[src/rtl/sdram_arbiter.sv]
// sdram_arbiter
// Hands the SDRAM command bus to the power-up init stage first. Once init
// finishes, it hands the bus to one of three sub-controllers: auto-refresh,
// write or read. The fixed priority is refresh > write > read.
//
// Ports
//   Sys_clk, Rst                       clock, synchronous active-high reset
//   INIT_DONE, COMMAND_INIT,
//   INIT_A_ADDR, INIT_BANK_ADDR        init-stage command bus
//   AREF_REQ/END, COMMAND_AREF,
//   AREF_A_ADDR, AREF_EN               refresh path (no bank input)
//   WR_REQ/END, COMMAND_WR, WR_A_ADDR,
//   WR_BANK_ADDR, WR_EN                write path
//   RD_REQ/END, COMMAND_RD, RD_A_ADDR,
//   RD_BANK_ADDR, RD_EN                read path
//   SDRAM_CKE, SDRAM_CMD,
//   SDRAM_A_ADDR, SDRAM_BA             registered SDRAM pins
//
// The output mux is registered. The pins at edge n+1 carry the inputs that
// were selected by the state at edge n. Timing (tRP, tRFC, CL) belongs to
// the sub-controllers.
module sdram_arbiter #(
  parameter int          ADDR_W  = 12,
  parameter int          BA_W    = 2,
  parameter logic [3:0]  CMD_NOP = 4'b0111
) (
  input  logic              Sys_clk,
  input  logic              Rst,
  // init stage
  input  logic              INIT_DONE,
  input  logic [3:0]        COMMAND_INIT,
  input  logic [ADDR_W-1:0] INIT_A_ADDR,
  input  logic [BA_W-1:0]   INIT_BANK_ADDR,
  // auto-refresh
  input  logic              AREF_REQ,
  input  logic              AREF_END,
  input  logic [3:0]        COMMAND_AREF,
  input  logic [ADDR_W-1:0] AREF_A_ADDR,
  output logic              AREF_EN,
  // write
  input  logic              WR_REQ,
  input  logic              WR_END,
  input  logic [3:0]        COMMAND_WR,
  input  logic [ADDR_W-1:0] WR_A_ADDR,
  input  logic [BA_W-1:0]   WR_BANK_ADDR,
  output logic              WR_EN,
  // read
  input  logic              RD_REQ,
  input  logic              RD_END,
  input  logic [3:0]        COMMAND_RD,
  input  logic [ADDR_W-1:0] RD_A_ADDR,
  input  logic [BA_W-1:0]   RD_BANK_ADDR,
  output logic              RD_EN,
  // SDRAM pins
  output logic              SDRAM_CKE,
  output logic [3:0]        SDRAM_CMD,
  output logic [ADDR_W-1:0] SDRAM_A_ADDR,
  output logic [BA_W-1:0]   SDRAM_BA
);

  typedef enum logic [2:0] {
    IDLE  = 3'd0,
    INIT  = 3'd1,
    ARBIT = 3'd2,
    AREF  = 3'd3,
    WRITE = 3'd4,
    READ  = 3'd5
  } state_t;

  state_t state;

  // NOTE: all state and pin registers use non-blocking assignments so that
  // every branch sees the values from before the edge, never partial updates.
  always_ff @(posedge Sys_clk) begin
    if (Rst) begin
      state        <= IDLE;
      SDRAM_CKE    <= 1'b0;
      SDRAM_CMD    <= CMD_NOP;
      SDRAM_A_ADDR <= '0;
      SDRAM_BA     <= '0;
      AREF_EN      <= 1'b0;
      WR_EN        <= 1'b0;
      RD_EN        <= 1'b0;
    end else begin
      // CKE rises on the first edge after reset and holds until the next reset.
      SDRAM_CKE    <= 1'b1;
      // Default bus is NOP. IDLE and ARBIT leave it that way.
      SDRAM_CMD    <= CMD_NOP;
      SDRAM_A_ADDR <= '0;
      SDRAM_BA     <= '0;

      unique case (state)
        IDLE: state <= INIT;

        INIT: begin
          SDRAM_CMD    <= COMMAND_INIT;
          SDRAM_A_ADDR <= INIT_A_ADDR;
          SDRAM_BA     <= INIT_BANK_ADDR;
          if (INIT_DONE) state <= ARBIT;
        end

        // Requests are levels held by the requester. Nothing is latched
        // here, so each pass through ARBIT re-samples them.
        ARBIT: begin
          if (AREF_REQ) begin
            state   <= AREF;
            AREF_EN <= 1'b1;
          end else if (WR_REQ) begin
            state <= WRITE;
            WR_EN <= 1'b1;
          end else if (RD_REQ) begin
            state <= READ;
            RD_EN <= 1'b1;
          end
        end

        AREF: begin
          SDRAM_CMD    <= COMMAND_AREF;
          SDRAM_A_ADDR <= AREF_A_ADDR;  // BA stays 0: the refresh path has no bank
          if (AREF_END) begin
            state   <= ARBIT;
            AREF_EN <= 1'b0;
          end
        end

        WRITE: begin
          SDRAM_CMD    <= COMMAND_WR;
          SDRAM_A_ADDR <= WR_A_ADDR;
          SDRAM_BA     <= WR_BANK_ADDR;
          if (WR_END) begin
            state <= ARBIT;
            WR_EN <= 1'b0;
          end
        end

        READ: begin
          SDRAM_CMD    <= COMMAND_RD;
          SDRAM_A_ADDR <= RD_A_ADDR;
          SDRAM_BA     <= RD_BANK_ADDR;
          if (RD_END) begin
            state <= ARBIT;
            RD_EN <= 1'b0;
          end
        end

        default: state <= IDLE;
      endcase
    end
  end

endmodule

[config.mk]
export PLATFORM = sky130hd
export DESIGN_NAME = sdram_arbiter
export DESIGN_NICKNAME = d
export VERILOG_FILES = /design/src/rtl/sdram_arbiter.sv
export SDC_FILE = /design/constraint.sdc
export NUM_CORES = 1
export LEC_CHECK = 0
export ABC_AREA = 1
export BUFFER_PORTS_ARGS = -buffer_cell sky130_fd_sc_hd__buf_2
export CORE_ASPECT_RATIO = 0.75
export CORE_UTILIZATION = 35
export DETAILED_ROUTE_END_ITERATION = 10
export HOLD_SLACK_MARGIN = 0.02
export PLACE_DENSITY = 0.76
export SYNTH_ARGS = -nofsm -noshare
export SYNTH_HDL_FRONTEND = slang
export SYNTH_SLANG_ARGS = --single-unit
[constraint.sdc]
create_clock -name Sys_clk -period 1.05 [get_ports Sys_clk]
set_input_delay 0 -clock Sys_clk [delete_from_list [all_inputs] [get_ports Sys_clk]]
set_output_delay 0 -clock Sys_clk [all_outputs]
set_load 0.005 [all_outputs]
# After elaboration in Yosys (flattened, before gate mapping)
# Index checks and enable logic that the tools add are counted.
# totals
reg_bits	25
in_bits	79
out_inout_bits	22
# classes
eq_ne	15
n_mux	24
reduce_logical	8
# op_table
cell	count
one-hot mux 12 bit (4 select lines)	1
2-to-1 mux 3 bit	7
!= test 2 bit (second input constant)	9
one-hot mux 3 bit (6 select lines)	1
one-hot mux 4 bit (4 select lines)	1
2-to-1 mux 1 bit	10
AND reduction 5 bit	2
equality test 3 x 2 -> 1 bit (second input constant)	2
equality test 3 bit (second input constant)	2
one-hot mux 1 bit (2 select lines)	3
one-hot mux 2 bit (3 select lines)	1
nonzero test 2 bit	3
!= test 4 bit (second input constant)	1
AND reduction 4 bit	1
equality test 3 x 1 -> 1 bit (second input constant)	1
zero test 3 bit	1
AND reduction 3 bit	1

# Logic depth before layout (Yosys ltp)
# Gate-level depths: netlist of the first run.
# depth
depth_word	4
ltp_mapped	10

# Worst setup path before layout of the first run
# No wires, ideal clock.
# synth_timing
path_type	register -> register
from	register state[2]
to	register SDRAM_BA[0]
setup_time_ns	0.123
arrival_time_ns	1.028
t_required_ns	0.927
path_slack_ns	-0.101
path_stages_with_launch	7
n_path_buf	1
synth_period_minus_slack_ns	1.151
cell_sequence	dfxtp_1 > inv_2 > nand3_2 > inv_2 > buf_6 > a22oi_1 > a21oi_1
# synth_via
elab_chain_len	2
word_cells_on_any_way	4
cone_classes	eq/ne: 3; mux: 1
# synth_rtl
element	line_no	source
start, declared	70	state_t state;
start signal, assigned	76	state <= IDLE;
start signal, assigned	93	IDLE: state <= INIT;
start signal, assigned	99	if (INIT_DONE) state <= ARBIT;
equality test 3 bit / equality test 3 x 1 -> 1 bit (equally long branches)	92	unique case (state)
one-hot mux 2 bit (3 select lines) *	92	
end signal, assigned	80	SDRAM_BA <= '0;
end signal, assigned	90	SDRAM_BA <= '0;
end signal, assigned	98	SDRAM_BA <= INIT_BANK_ADDR;
end, declared	58	output logic [BA_W-1:0] SDRAM_BA
# Mark *: on every way between the ends. The rest lies on a longest branch, timed or not.
# A chain may end at the register's enable or synchronous reset.

# Worst setup path after layout of the first run
# Ends and elaborated chain as after synthesis.

==> summary.txt, run 1 <==
Clocking
  • Clk pin slew, worst setup/hold paths: about 0.090 ns
  • CTS tree: done
  • CTS max path bufs: 2
  • Clk_lat worst skew: ~0.27 ns
  • Num CTS Buffers: 3
  • H-Tree Level Count: 1
  • Root Buffer: clkbuf_8
  • Clock sinks: 25

Setup path
  • Worst flop-to-flop path startpoint: state[2]
  • Reg-to-reg slack, setup: -0.21 ns
  • Worst-path fanout max: 9
  • Critical path class: flop to flop
  • Required time of the critical path: 1.25 ns
  • Nature of the critical path startpoint: flop
  • Critical path arrival: about 1.5 ns
  • Worst setup path startpoint: state[2]
  • Reg2Reg Depth: 6
  • CP endpoint: SDRAM_BA[0]
  • Crit end category: flop
  • FF-to-FF End: SDRAM_BA[0]

Finish
  • Total Nets Final: 434
  • Fill cell count: 175
  • Ratio of cells with drive above 1 in the final layout: between 50 and 60%
  • Area grow syn2layout: 131%
  • Ant diodes: 0

Power and ir drop
  • P_leak: 1.31 nW
  • Pwr/cell area: about 1100 nW/um2
  • Max VDD drop: ~0.88 mV

Route
  • DR vias/cell: slightly above 5
  • DR pass1 iterations: 6
  • DR DRC count: 0
  • Post-route ant nets: 0
  • WL final: between 6 and 7 mm
  • Via count: ~2.0k
  • WL/cell: between 15 and 20 um
  • Initial DRC count: around 120

STA
  • Final worst setup slack: -0.206 ns
  • Final Skew: 0.00154 ns
  • Relative slew slack: about four fifths
  • Fmax: 0.796 GHz
  • Max Slew Vio Count: 0
  • Tmin final: roughly 1.3 ns
  • Crit share post-route: 120%
  • Slew @ Worst Pin: approximately 0.3 ns
  • Setup violations, final: 24
  • RSZ-0062 raised after global routing: yes
  • Setup TNS Final: -3.04 ns
  • Final Hold Viols: 0

Status
  • Failing checks: negative setup slack
  • Status: finished with violations

Yosys
  • Avg Synthesized Cell Area: 7.11 um2
  • Synth Flop Type: dfxtp_1
  • Synth warn: 0
  • Area leader, netlist: dfxtp_1
  • Top cells by count, synth: nand2_1, dfxtp_1, a31oi_1, a22oi_1, inv_1
  • Post-synth net total: about 250
  • Number of flops mapped to enable cells by yosys: 0
  • Top-area cell type share of the netlist area: roughly 40%
  • Synth Register Bits: 25
  • Most common cell in the netlist: nand2_1
  • Mapped Cells: about 180
  • Synthesized cell area: between 1000 and 1500 um2
  • Register area share after synthesis: 40.2%
  • Synth async-reset ratio: 0%
  • Top cells by area, synth: dfxtp_1, nand2_1, a22oi_1
  • Yosys cell types: 21

Floorplan
  • Die Height: between 50 and 60 um
  • Die width: approximately 71 um
  • Core area: 3330 um2
  • Initial core utilization: 37.3%
  • Ports: 101
  • Row count: 18
  • Die area: approximately 3800 um2

Place
  • DP Wirelength: approximately 3.0 mm
  • # port buffers: 100
  • Dpl ws: -0.141 ns
  • Placer Congestion: between 0.9 and 1

Worst hold path
  • HP Class: input port to flop

GRT
  • First-pass GRT wire length: between 8 and 9 mm
  • Initial antenna violation count: 0
  • GRT overflow: 0
  • Maximum number of pins on one net before global-route repair: 20
  • Vias in the first global route: ~1.8k
  • Total GRT Usage: between 20% and 30%

Job
  • Number of max-cap violations: 0
final cells by class:
class	instances	area, um2	share of cell area, %
flip-flops and latches	25	512	17.8
well taps	40	50.0	1.74
repair inverters	2	20.0	0.697
multi-input cells	126	823	28.7
clock buffers	4	45.0	1.57
inverters	18	92.6	3.22
repair buffers	179	1330	46.3
power by group:
part / switching (mW) / internal (mW)
combinational: 0.665 / 0.738
clock: 0.314 / 0.272
sequential: 0.0968 / 1.05
kinds of logic (layout without fill, tap and decap cells):
logic type,Yosys count,count (layout),share of synthesized area (%)
AND/OR/NAND/NOR,85,85,29.0
buffers and inverters,24,203,9.86
flip-flops,25,25,40.2
AO/OA/AOI/OAI,41,41,20.9
critical path: stages (launching register included):
cell,delay [ns]
dfxtp_4,0.43
buf_4,0.14
nand3_4,0.10
buf_12,0.16
inv_8,0.08
nand2_1,0.09
a21oi_1,0.18
worst min-delay path by stage:
stage | slack, ns | end | startpoint | cells past startpoint
after floorplan | 0.06 | state[2] | Rst | 1
final | 0.02 | SDRAM_A_ADDR[11] | AREF_A_ADDR[11] | 3
after global routing | 0.03 | SDRAM_A_ADDR[10] | AREF_A_ADDR[10] | 3
after CTS | 0.02 | SDRAM_CMD[3] | COMMAND_AREF[3] | 3
after global placement | 0.22 | SDRAM_CMD[1] | COMMAND_WR[1] | 3
after detailed placement | 0.23 | SDRAM_CMD[0] | COMMAND_INIT[0] | 3
metal layers:
metal,vias up,track usage (%),routed length (um)
met3,14,6.74,414
met4,0,12.7,154
met5,-,0,0
li1,952,-,-
met2,103,55.3,3180
met1,924,31.6,2510
flip-flops by register name (all words and copies together) (netlist names):
signal        count
SDRAM_A_ADDR     12
SDRAM_CMD         4
state             3
SDRAM_BA          2
AREF_EN           1
RD_EN             1
SDRAM_CKE         1
WR_EN             1
per-stage QoR:
stage | instance area, um2 | total power, mW | cells | util (%) | hold WS, ns
detailed placement | 1930 | 2.02 | 322 | 58.0 | 0.228
global placement | 1930 | 2.01 | 322 | 58.0 | 0.219
floorplan | 1280 | 1.58 | 175 | - | 0.0627
finish | 2870 | 3.13 | 394 | 86.2 | 0.0228
global route | 2870 | 3.28 | 394 | 86.2 | 0.0308
CTS | 2660 | 2.85 | 386 | 79.9 | 0.0221
cell usage in the layout, fill, tap and decap left out:
| cell | Yosys | final |
|---|---|---|
| a31oi_1 | 16 | 16 |
| inv_4 | 0 | 1 |
| nor3_1 | 1 | 1 |
| buf_4 | 3 | 8 |
| o21ai_1 | 1 | 1 |
| a21oi_2 | 0 | 7 |
| nor2_4 | 1 | 5 |
| dfxtp_1 | 25 | 22 |
| dlygate4sd3_1 | 0 | 59 |
| nand3_2 | 2 | 2 |
| nor2_2 | 0 | 4 |
| nand2_1 | 59 | 51 |
| clkinv_4 | 0 | 1 |
| clkinv_8 | 0 | 1 |
| inv_1 | 13 | 10 |
| nand3_1 | 6 | 3 |
| dfxtp_4 | 0 | 3 |
| a21oi_1 | 8 | 1 |
| clkbuf_8 | 0 | 3 |
| a22oi_1 | 14 | 3 |
| inv_2 | 4 | 4 |
| nand3_4 | 0 | 3 |
| nand2_4 | 0 | 4 |
| nand4_1 | 4 | 4 |
| inv_6 | 0 | 2 |
| nor2_1 | 11 | 3 |
| o21ai_2 | 0 | 1 |
| or2_2 | 1 | 1 |
| buf_12 | 0 | 5 |
| inv_8 | 0 | 1 |
| nand2_2 | 0 | 4 |
| o21ai_0 | 2 | 1 |
| buf_6 | 1 | 7 |
| clkbuf_1 | 0 | 1 |
| buf_2 | 1 | 100 |
| a22oi_2 | 0 | 11 |
timing repair:
action,in CTS,in global routing
hold buffers,59,0
endpoints found under the hold margin,22,0
resized for setup,22,40
pin swaps,6,10
setup buffers,1,7
gates cloned,0,2
endpoints found under the setup margin,24,24
No activity file was read; power rests on OpenSTA's default activity.
==> run 2: changes to the inputs <==
--- a/config.mk
+++ b/config.mk
@@ -12,6 +12,7 @@
 export DETAILED_ROUTE_END_ITERATION = 10
 export HOLD_SLACK_MARGIN = 0.02
 export PLACE_DENSITY = 0.76
+export SKIP_LAST_GASP = 1
 export SYNTH_ARGS = -nofsm -noshare
 export SYNTH_HDL_FRONTEND = slang
 export SYNTH_SLANG_ARGS = --single-unit
==> summary.txt, run 2 (synthesis gave the netlist of run 1 again) <==
Setup path
  • Nature of the critical path startpoint: flop
  • Crit end category: flop
  • Worst-path fanout max: 6 (-3)
  • Critical path class: flop to flop
  • Reg2Reg Depth: 8 (+2)
  • CP peak stage delay: 0.43 ns (about the same)
  • FF-to-FF End: state[0]
  • Cell breakdown of the critical path: buf_6, nor2_4, nand2_2, nand2_2, nor2_4, nand2_1, o21ai_1, inv_1
  • Worst flop-to-flop path startpoint: state[2]
  • CP max stage cell: dfxtp_4
  • Critical path arrival: 1.44 ns (about the same)
  • Required time of the critical path: 1.22 ns (-0.03 ns)
  • Reg-to-reg slack, setup: -0.22 ns (-0.02 ns)

Finish
  • Largest register by flop count: SDRAM_A_ADDR
  • Ant diodes: 0 (unchanged)
  • Commonest non-fill, non-tap cell in the layout: buf_2
  • Layout Cells excl Fill: 394 (unchanged)
  • Top Registers: SDRAM_A_ADDR x12, SDRAM_CMD x4, state x3
  • Ratio of cells with drive above 1 in the final layout: 49.7% (-0.56 points)
  • Total Nets Final: 434 (unchanged)
  • Fill cell count: 180 (+2.9%)
  • Most frequent cells in the layout: buf_2, dlygate4sd3_1, nand2_1
  • Area grow syn2layout: 130%
  • Design area: 2860 um2 (-0.44%)
  • Max FFs per register: 12 (unchanged)

Route
  • Via count: 2001 (+0.40%)
  • DR DRC count: 0 (unchanged)
  • Initial DRC count: 114 (-2.6%)
  • Post-route ant nets: 0 (unchanged)
  • WL/cell: 15.8 um (-0.77%)
  • WL final: 6.21 mm (-0.77%)
  • DR pass1 iterations: 7 (+1)
  • DR vias/cell: 5.08 (+0.40%)

Power and ir drop
  • Max VDD drop: 0.889 mV (+0.46%)
  • Pwr/cell area: 1090 nW/um2 (about the same)
  • P_leak: 1.31 nW (-0.17%)

Floorplan
  • Core area: 3330 um2 (unchanged)
  • Die area: 3800 um2 (unchanged)
  • Die width: 70.8 um (unchanged)
  • Initial core utilization: 37.3% (unchanged)
  • Ports: 101 (unchanged)
  • Row count: 18 (unchanged)
  • Die Height: 53.6 um (unchanged)

Clocking
  • Num CTS Buffers: 3 (unchanged)
  • Root Buffer: clkbuf_8
  • CTS tree: done
  • Clock sinks: 25 (unchanged)
  • CTS max path bufs: 2 (unchanged)
  • Clk pin slew, worst setup/hold paths: 0.09 ns (about the same)
  • Clk_lat worst skew: 0.27 ns (about the same)
  • H-Tree Level Count: 1 (unchanged)

STA
  • Tmin final: 1.27 ns (+0.0161 ns)
  • WHS: 0.0251 ns (+0.00233 ns)
  • Fmax: 0.786 GHz (-1.3%)
  • Final worst setup slack: -0.223 ns (-0.0161 ns)
  • RSZ-0062 raised after global routing: yes
  • Crit share post-route: 121% (+1.5 points)
  • Setup violations, final: 24 (unchanged)
  • Relative slew slack: 82.2% (+2.7 points)
  • Slew @ Worst Pin: 0.266 ns (-0.0407 ns)
  • Final Hold Viols: 0 (unchanged)
  • Final Skew: 0.00281 ns (+0.00127 ns)
  • Max Slew Vio Count: 0 (unchanged)

GRT
  • First-pass GRT wire length: 8.31 mm (unchanged)
  • GRT overflow: 0 (unchanged)
  • Maximum number of pins on one net before global-route repair: 20 (unchanged)
  • Vias in the first global route: 1841 (unchanged)
  • Total GRT Usage: 28.9% (unchanged)
  • Initial antenna violation count: 0 (unchanged)

Worst hold path
  • Worst hold start: COMMAND_AREF[3]
  • Worst Hold Depth: 3 (unchanged)
  • HP Class: input port to flop
  • Hold Path Sink: SDRAM_CMD[3]

Place
  • Placer Congestion: 0.907 (unchanged)
  • Dpl cells: 322 (unchanged)
  • DP Wirelength: 3.00 mm (unchanged)
  • # port buffers: 100 (unchanged)
  • Dpl ws: -0.141 ns (unchanged)
  • Dpl cell area: 1930 um2 (unchanged)

Status
  • Status: finished with violations
  • Failing checks: negative setup slack

Job
  • Number of max-cap violations: 0 (unchanged)
[run 2: cell counts in the layout (fill, tap and decap cells not counted)]
Identical to the previous run, type by type.
[run 2: through the flow]
stage          util (%)  power, mW  setup TNS [ns]
3_3_place_gp       58.0       2.01           -1.20
3_5_place_dp       58.0       2.02           -1.72
4_1_cts            79.9       2.85           -1.25
6_report           85.8       3.12           -2.91
2_1_floorplan         -       1.58          -0.164
5_1_grt            85.8       3.27           -4.22
[run 2: critical path, delay by kind of cell, from the launching register on]
kind,cells,cell delay [ns]
buf+inv,2,0.18
flops,1,0.43
simple gates,5,0.38
compound gates,1,0.17
[run 2: worst max path at each step]
stage              from       end  slack (ns)  depth (start not counted)
2_1_floorplan  state[0]  state[1]       -0.04                          7
3_3_place_gp   state[0]  state[1]       -0.10                          7
3_5_place_dp   state[0]  state[1]       -0.14                          7
4_1_cts        state[0]  state[1]        -0.1                          6
5_1_grt        state[2]  state[0]       -0.27                          8
6_report       state[2]  state[0]       -0.22                          8
[run 2: area by class of cell]
type | count | area [um2] | share of cell area (%)
repair buffers | 179 | 1330 | 46.4
multi-input cells | 126 | 815 | 28.5
flip-flops and latches | 25 | 512 | 17.9
inverters | 18 | 92.6 | 3.24
well taps | 40 | 50.0 | 1.75
clock buffers | 4 | 45.0 | 1.57
repair inverters | 2 | 20.0 | 0.700
[run 2: where the power goes]
part	total [mW]	leakage, nW	switching, mW	internal, mW
combinational	1.39	1.08	0.657	0.733
sequential	1.14	0.206	0.0958	1.05
clock	0.585	0.0228	0.313	0.272
total	3.12	1.31	1.07	2.05
[run 2: timing repair]
| action | 4_1_cts | 5_1_grt |
|---|---|---|
| cloned | 0 | 2 |
| endpoints found under the setup margin | 24 | 24 |
| hold buffers | 59 | 0 |
| resized for setup | 22 | 37 |
| setup buffers | 1 | 7 |
| pin swaps | 6 | 10 |
| endpoints found under the hold margin | 22 | 0 |
[run 2: metal layers]
layer  vias to the layer above  global-route usage [%]  part of all wire (%)  wire length [um]
met4                         0                    12.7                   2.5               155
met5                         -                       0                     0                 0
li1                        958                       -                     -                 -
met3                        14                    6.74                   7.6               473
met2                        97                    55.3                    51              3190
met1                       932                    31.6                    38              2390
